File: config.mk
export PLATFORM = sky130hd
export DESIGN_NAME = pipeline_stage_register
export DESIGN_NICKNAME = d
export VERILOG_FILES = /design/src/rtl/pipeline_stage_register.sv
export SDC_FILE = /design/constraint.sdc
export NUM_CORES = 1
export LEC_CHECK = 0
export ABC_AREA = 0
export CORE_MARGIN = 5
export CORE_UTILIZATION = 45
export DETAILED_ROUTE_END_ITERATION = 7
export PLACE_DENSITY = 0.85
export SYNTH_ARGS = -nofsm -noshare
export SYNTH_HDL_FRONTEND = slang
export SYNTH_SLANG_ARGS = --single-unit
File: constraint.sdc
create_clock -name clk -period 2 [get_ports clk]
set_input_delay 0.2 -clock clk [delete_from_list [all_inputs] [get_ports clk]]
set_output_delay 0.2 -clock clk [all_outputs]
set_load 0.01 [all_outputs]
File: src/rtl/pipeline_stage_register.sv
// ============================================================================
// Module   : pipeline_stage_register
// Purpose  : Parametrised inter-stage pipeline register carrying PC, data and
//            control with valid/ready flow control, flush and an optional skid.
// Revision : 1.0 - initial release
// ============================================================================
`default_nettype none

module pipeline_stage_register #(
    parameter int                    PC_WIDTH   = 32,
    parameter int                    DATA_WIDTH = 101,
    parameter int                    CTRL_WIDTH = 10,
    parameter logic [CTRL_WIDTH-1:0] CTRL_NOP   = 10'h001,
    parameter int                    SKID       = 1
) (
    input  logic                  clk,
    input  logic                  rst,
    input  logic                  flush,
    input  logic                  in_valid,
    output logic                  in_ready,
    input  logic [PC_WIDTH-1:0]   in_pc,
    input  logic [DATA_WIDTH-1:0] in_data,
    input  logic [CTRL_WIDTH-1:0] in_ctrl,
    output logic                  out_valid,
    input  logic                  out_ready,
    output logic [PC_WIDTH-1:0]   out_pc,
    output logic [DATA_WIDTH-1:0] out_data,
    output logic [CTRL_WIDTH-1:0] out_ctrl
);

    localparam logic [1:0] ST_EMPTY   = 2'd0;
    localparam logic [1:0] ST_FULL    = 2'd1;
    localparam logic [1:0] ST_SKIDDED = 2'd2;

    logic [1:0]            state_q,     state_d;
    logic [PC_WIDTH-1:0]   head_pc_q,   head_pc_d;
    logic [DATA_WIDTH-1:0] head_data_q, head_data_d;
    logic [CTRL_WIDTH-1:0] head_ctrl_q, head_ctrl_d;
    logic [PC_WIDTH-1:0]   skid_pc_q,   skid_pc_d;
    logic [DATA_WIDTH-1:0] skid_data_q, skid_data_d;
    logic [CTRL_WIDTH-1:0] skid_ctrl_q, skid_ctrl_d;
    logic                  accept_w;
    logic                  take_w;

    assign out_valid = (state_q != ST_EMPTY);
    assign accept_w  = in_valid & in_ready;
    assign take_w    = out_valid & out_ready;
    assign out_pc    = head_pc_q;
    assign out_data  = head_data_q;
    // Bubbles present a NOP so downstream never has to gate control on valid.
    assign out_ctrl  = out_valid ? head_ctrl_q : CTRL_NOP;

    always_comb begin
        state_d     = state_q;
        head_pc_d   = head_pc_q;
        head_data_d = head_data_q;
        head_ctrl_d = head_ctrl_q;
        skid_pc_d   = skid_pc_q;
        skid_data_d = skid_data_q;
        skid_ctrl_d = skid_ctrl_q;
        if (flush) begin
            state_d = ST_EMPTY;
        end else begin
            case (state_q)
                ST_EMPTY: begin
                    if (accept_w) begin
                        state_d     = ST_FULL;
                        head_pc_d   = in_pc;
                        head_data_d = in_data;
                        head_ctrl_d = in_ctrl;
                    end
                end
                ST_FULL: begin
                    if (accept_w && (take_w || SKID == 0)) begin
                        head_pc_d   = in_pc;
                        head_data_d = in_data;
                        head_ctrl_d = in_ctrl;
                    end else if (accept_w) begin
                        state_d     = ST_SKIDDED;
                        skid_pc_d   = in_pc;
                        skid_data_d = in_data;
                        skid_ctrl_d = in_ctrl;
                    end else if (take_w) begin
                        state_d = ST_EMPTY;
                    end
                end
                ST_SKIDDED: begin
                    if (take_w) begin
                        state_d     = ST_FULL;
                        head_pc_d   = skid_pc_q;
                        head_data_d = skid_data_q;
                        head_ctrl_d = skid_ctrl_q;
                    end
                end
                default: state_d = ST_EMPTY;
            endcase
        end
    end

    always_ff @(posedge clk) begin
        if (rst) begin
            state_q     <= ST_EMPTY;
            head_pc_q   <= '0;
            head_data_q <= '0;
            head_ctrl_q <= CTRL_NOP;
            skid_pc_q   <= '0;
            skid_data_q <= '0;
            skid_ctrl_q <= CTRL_NOP;
        end else begin
            state_q     <= state_d;
            head_pc_q   <= head_pc_d;
            head_data_q <= head_data_d;
            head_ctrl_q <= head_ctrl_d;
            skid_pc_q   <= skid_pc_d;
            skid_data_q <= skid_data_d;
            skid_ctrl_q <= skid_ctrl_d;
        end
    end

    generate
        if (SKID != 0) begin : g_skid_ready
            logic in_ready_q;
            // Registered ready: the skid slot absorbs the one entry in flight.
            always_ff @(posedge clk) begin
                if (rst) begin
                    in_ready_q <= 1'b1;
                end else begin
                    in_ready_q <= (state_d != ST_SKIDDED);
                end
            end
            assign in_ready = in_ready_q;
        end else begin : g_comb_ready
            assign in_ready = ~out_valid | out_ready;
        end
    endgenerate

endmodule

`default_nettype wire

==> results of run 1 <==
[logic make-up (layout without fill, tap and decap cells)]
kind of cell	Yosys count	after routing	share of synthesized area
buf+inv	129	391	0.0483
flops	289	289	0.517
compound gates	289	289	0.179
xor+xnor	1	1	0.000783
simple gates	739	739	0.255
[worst max path at each step]
stage	depth (start not counted)	slack [ps]	endpoint
floorplan	7	400	skid_data_q[62]
global placement	7	7	out_data[52]
detailed placement	7	-80	out_data[100]
CTS	3	20	out_ctrl[7]
global route	3	0.8	out_ctrl[8]
finish	7	60	out_pc[1]
[Yosys cell counts, types with 2 or more instances]
cell type	count	area [µm²]
buf_2	45	225
buf_1	7	26.3
nor2b_1	11	68.8
nand2_1	571	2140
clkbuf_1	76	285
a311oi_1	142	1240
a21oi_1	144	721
dfxtp_1	289	5790
nand2b_1	2	12.5
nor3_1	2	10.0
nor2_1	144	541
[critical path, delay by kind of cell, from the launching register on]
family | cells | cell delay, ps
and+or+nand+nor | 2 | 260
DFF | 1 | 330
buffers and inverters | 3 | 620
AOI/OAI and AO/OA | 2 | 620
[metal layers]
| layer | vias up | global-route usage | share of wire |
|---|---|---|---|
| met2 | 454 | 0.373 | 0.48 |
| met3 | 91 | 0.0516 | 0.082 |
| met1 | 5146 | 0.269 | 0.40 |
| li1 | 5337 | - | - |
| met5 | - | 0 | 0 |
| met4 | 0 | 0.0822 | 0.035 |
[state kept, by name, indices dropped and copies added (netlist names)]
signal       cells
out_pc          32
state_q          2
skid_data_q    101
skid_ctrl_q     10
head_ctrl_q     10
in_ready         1
out_data       101
skid_pc_q       32
[repair_timing]
| item | CTS | global route |
|---|---|---|
| setup endpoints to repair | 11 | 5 |
| resized for setup | 9 | 3 |
| hold endpoints to repair | 0 | 0 |
| hold buffers | 0 | 0 |
| pin swaps | 1 | 0 |
| buffers inserted | 1 | 0 |
| gates cloned | 0 | 0 |
[where the power goes]
| part | leakage [nW] | switching [mW] | internal, mW |
|---|---|---|---|
| Combinational | 2.70 | 0.709 | 0.834 |
| Sequential | 2.36 | 0.136 | 5.99 |
| Clock | 0.519 | 2.25 | 3.59 |
[cell type report]
type                            count  area share
Clock buffer                       43      0.0571
Inverter                            1    0.000240
Sequential cell                   289       0.371
Tap cell                          324      0.0260
Multi-Input combinational cell   1029       0.314
Timing Repair Buffer              336       0.221
Clock inverter                     11      0.0103
==> impl_metrics.csv, run 1 <==
group,metric,value,unit
run_status,status,"complete, no violations",
logic_synthesis,synth_fp_nets,1595,
logic_synthesis,ys_types,25,
timing,period_share,0.972,
timing,hold_violations,0,
timing,fin_setup_tns,0,ps
power_and_ir_drop,vdd_ir_drop_max,510,µV
power_and_ir_drop,p_per_area,865,nW/µm²
place,place_area,14500,µm²
logic_synthesis,synth_area,11200,µm²
layout,layout.cells.non_filler,2033,
global_routing,grt_max_degree,81,
global_routing,track_usage,0.219,
floorplan,start_util,0.459,
power_and_ir_drop,leakagePower,5.58,nW
setup_path,rr_startpoint,"state_q[1]",
timing,setup_viol,0,
logic_synthesis,synthCells,1447,
worst_hold_path,holdCritPathClass,"input port to register",
global_routing,grt_pass1_wl,52800,µm
drt,dr.pass1.iters,7,
drt,vias_per_cell,5.42,
global_routing,grt-ovfl-total,0,
clock_network,cts_tree,"yes",
logic_synthesis,ys.flop_type,"dfxtp_1",
setup_path,cp_data_required_time,2420,ps
layout,final_cell_area,15600,µm²
drt,routedWlPerCell,16.1,µm
setup_path,r2r_slack,60,ps
logic_synthesis,ys_seq_area_frac,0.517,
place,place_congestion,0.808,
timing,worst_slack,56.9,ps
drt,drt_iter0_markers,965,
place,place_ws,-82.2,ps
logic_synthesis,yosysWarnings,0,
floorplan,die-width,168,µm
worst_hold_path,whs_path_depth,2,
setup_path,path_max_fanout,18,
setup_path,cp_data_arrival_time,2360,ps
layout,seq_area,5790,µm²
clock_network,clk_latency,530,ps
setup_path,criticalPathCategory,"register to register",
logic_synthesis,syn-mean-instance-area,7.74,µm²
timing,fmax,515,MHz
layout,final_core_util,0.640,
layout,final_cell_mix,"nand2_1 (571), dfxtp_1 (289), clkdlybuf4s50_1 (284)",
logic_synthesis,synth-async-reset-ratio,0,
layout,nFillCells,1958,
setup_path,slowest_stage,"a311oi_1",
setup_path,cpPeakStageDelay,350,ps
clock_network,clk_pin_slew,70,ps
layout,nNetsFinal,1835,
floorplan,ioPinCount,293,
setup_path,cp-start-kind,"register",
clock_network,htree_levels,1,
drt,wirelength,32700,µm
timing,worst_clock_skew,11.5,ps
place,io_buffers,292,
place,numPlacedInstances,1978,
clock_network,cts-root-buf,"clkbuf_16",
setup_path,worstRegToRegCells,7,
logic_synthesis,synth-seq-cells,289,
clock_network,clock-sinks,289,
clock_network,cts.path.max_buffers,3,
drt,via_count,11028,
global_routing,grt_pass1_vias,10581,
layout,final_common_cell,"nand2_1",
flow_run,drv_cap,0,
floorplan,row_count,57,
timing,period_minus_slack,1940,ps
drt,drc,0,
timing,rsz0062_at_grt,"no",
place,dpl.hpwl,21200,µm
setup_path,cp-end-kind,"register",
layout,multiInputGateArea,4910,µm²
layout,syn2layout_area_growth,39.5,%
clock_network,cts_buffers,30,
setup_path,crit_top_cell,"buf_4",
timing,whs,198,ps
logic_synthesis,synth_edf_count,0,
drt,ant_nets,0,
worst_hold_path,worstHoldStart,"rst",
floorplan,fp.dieH,168,µm
setup_path,path_cells,"buf_4 > nand3b_4 > o31ai_4 > buf_6 > buf_4 > nor2_1 > a311oi_1",
floorplan,die_area,28100,µm²
floorplan,core-area,24400,µm²
timing,drv_slew,0,
setup_path,setup.worst_path.start,"state_q[1]",
layout,num_antenna_cells,0,
timing,max_slew_margin,0.669,
worst_hold_path,holdPathEnd,"skid_data_q[3]",
power_and_ir_drop,total_power,13.5,mW
layout,drive_above_1_share,0.0603,
timing,tightest_slew,497,ps
setup_path,r2r-end,"out_pc[1]",
global_routing,antenna_found_initial,0,
Power figures use the tool's default switching activity.
==> inputs of run 2 (changes only) <==
- ABC_AREA: 0 -> unset
==> results of run 2 <==
No change in the layout: final DEF, timing and power equal those of run 1.
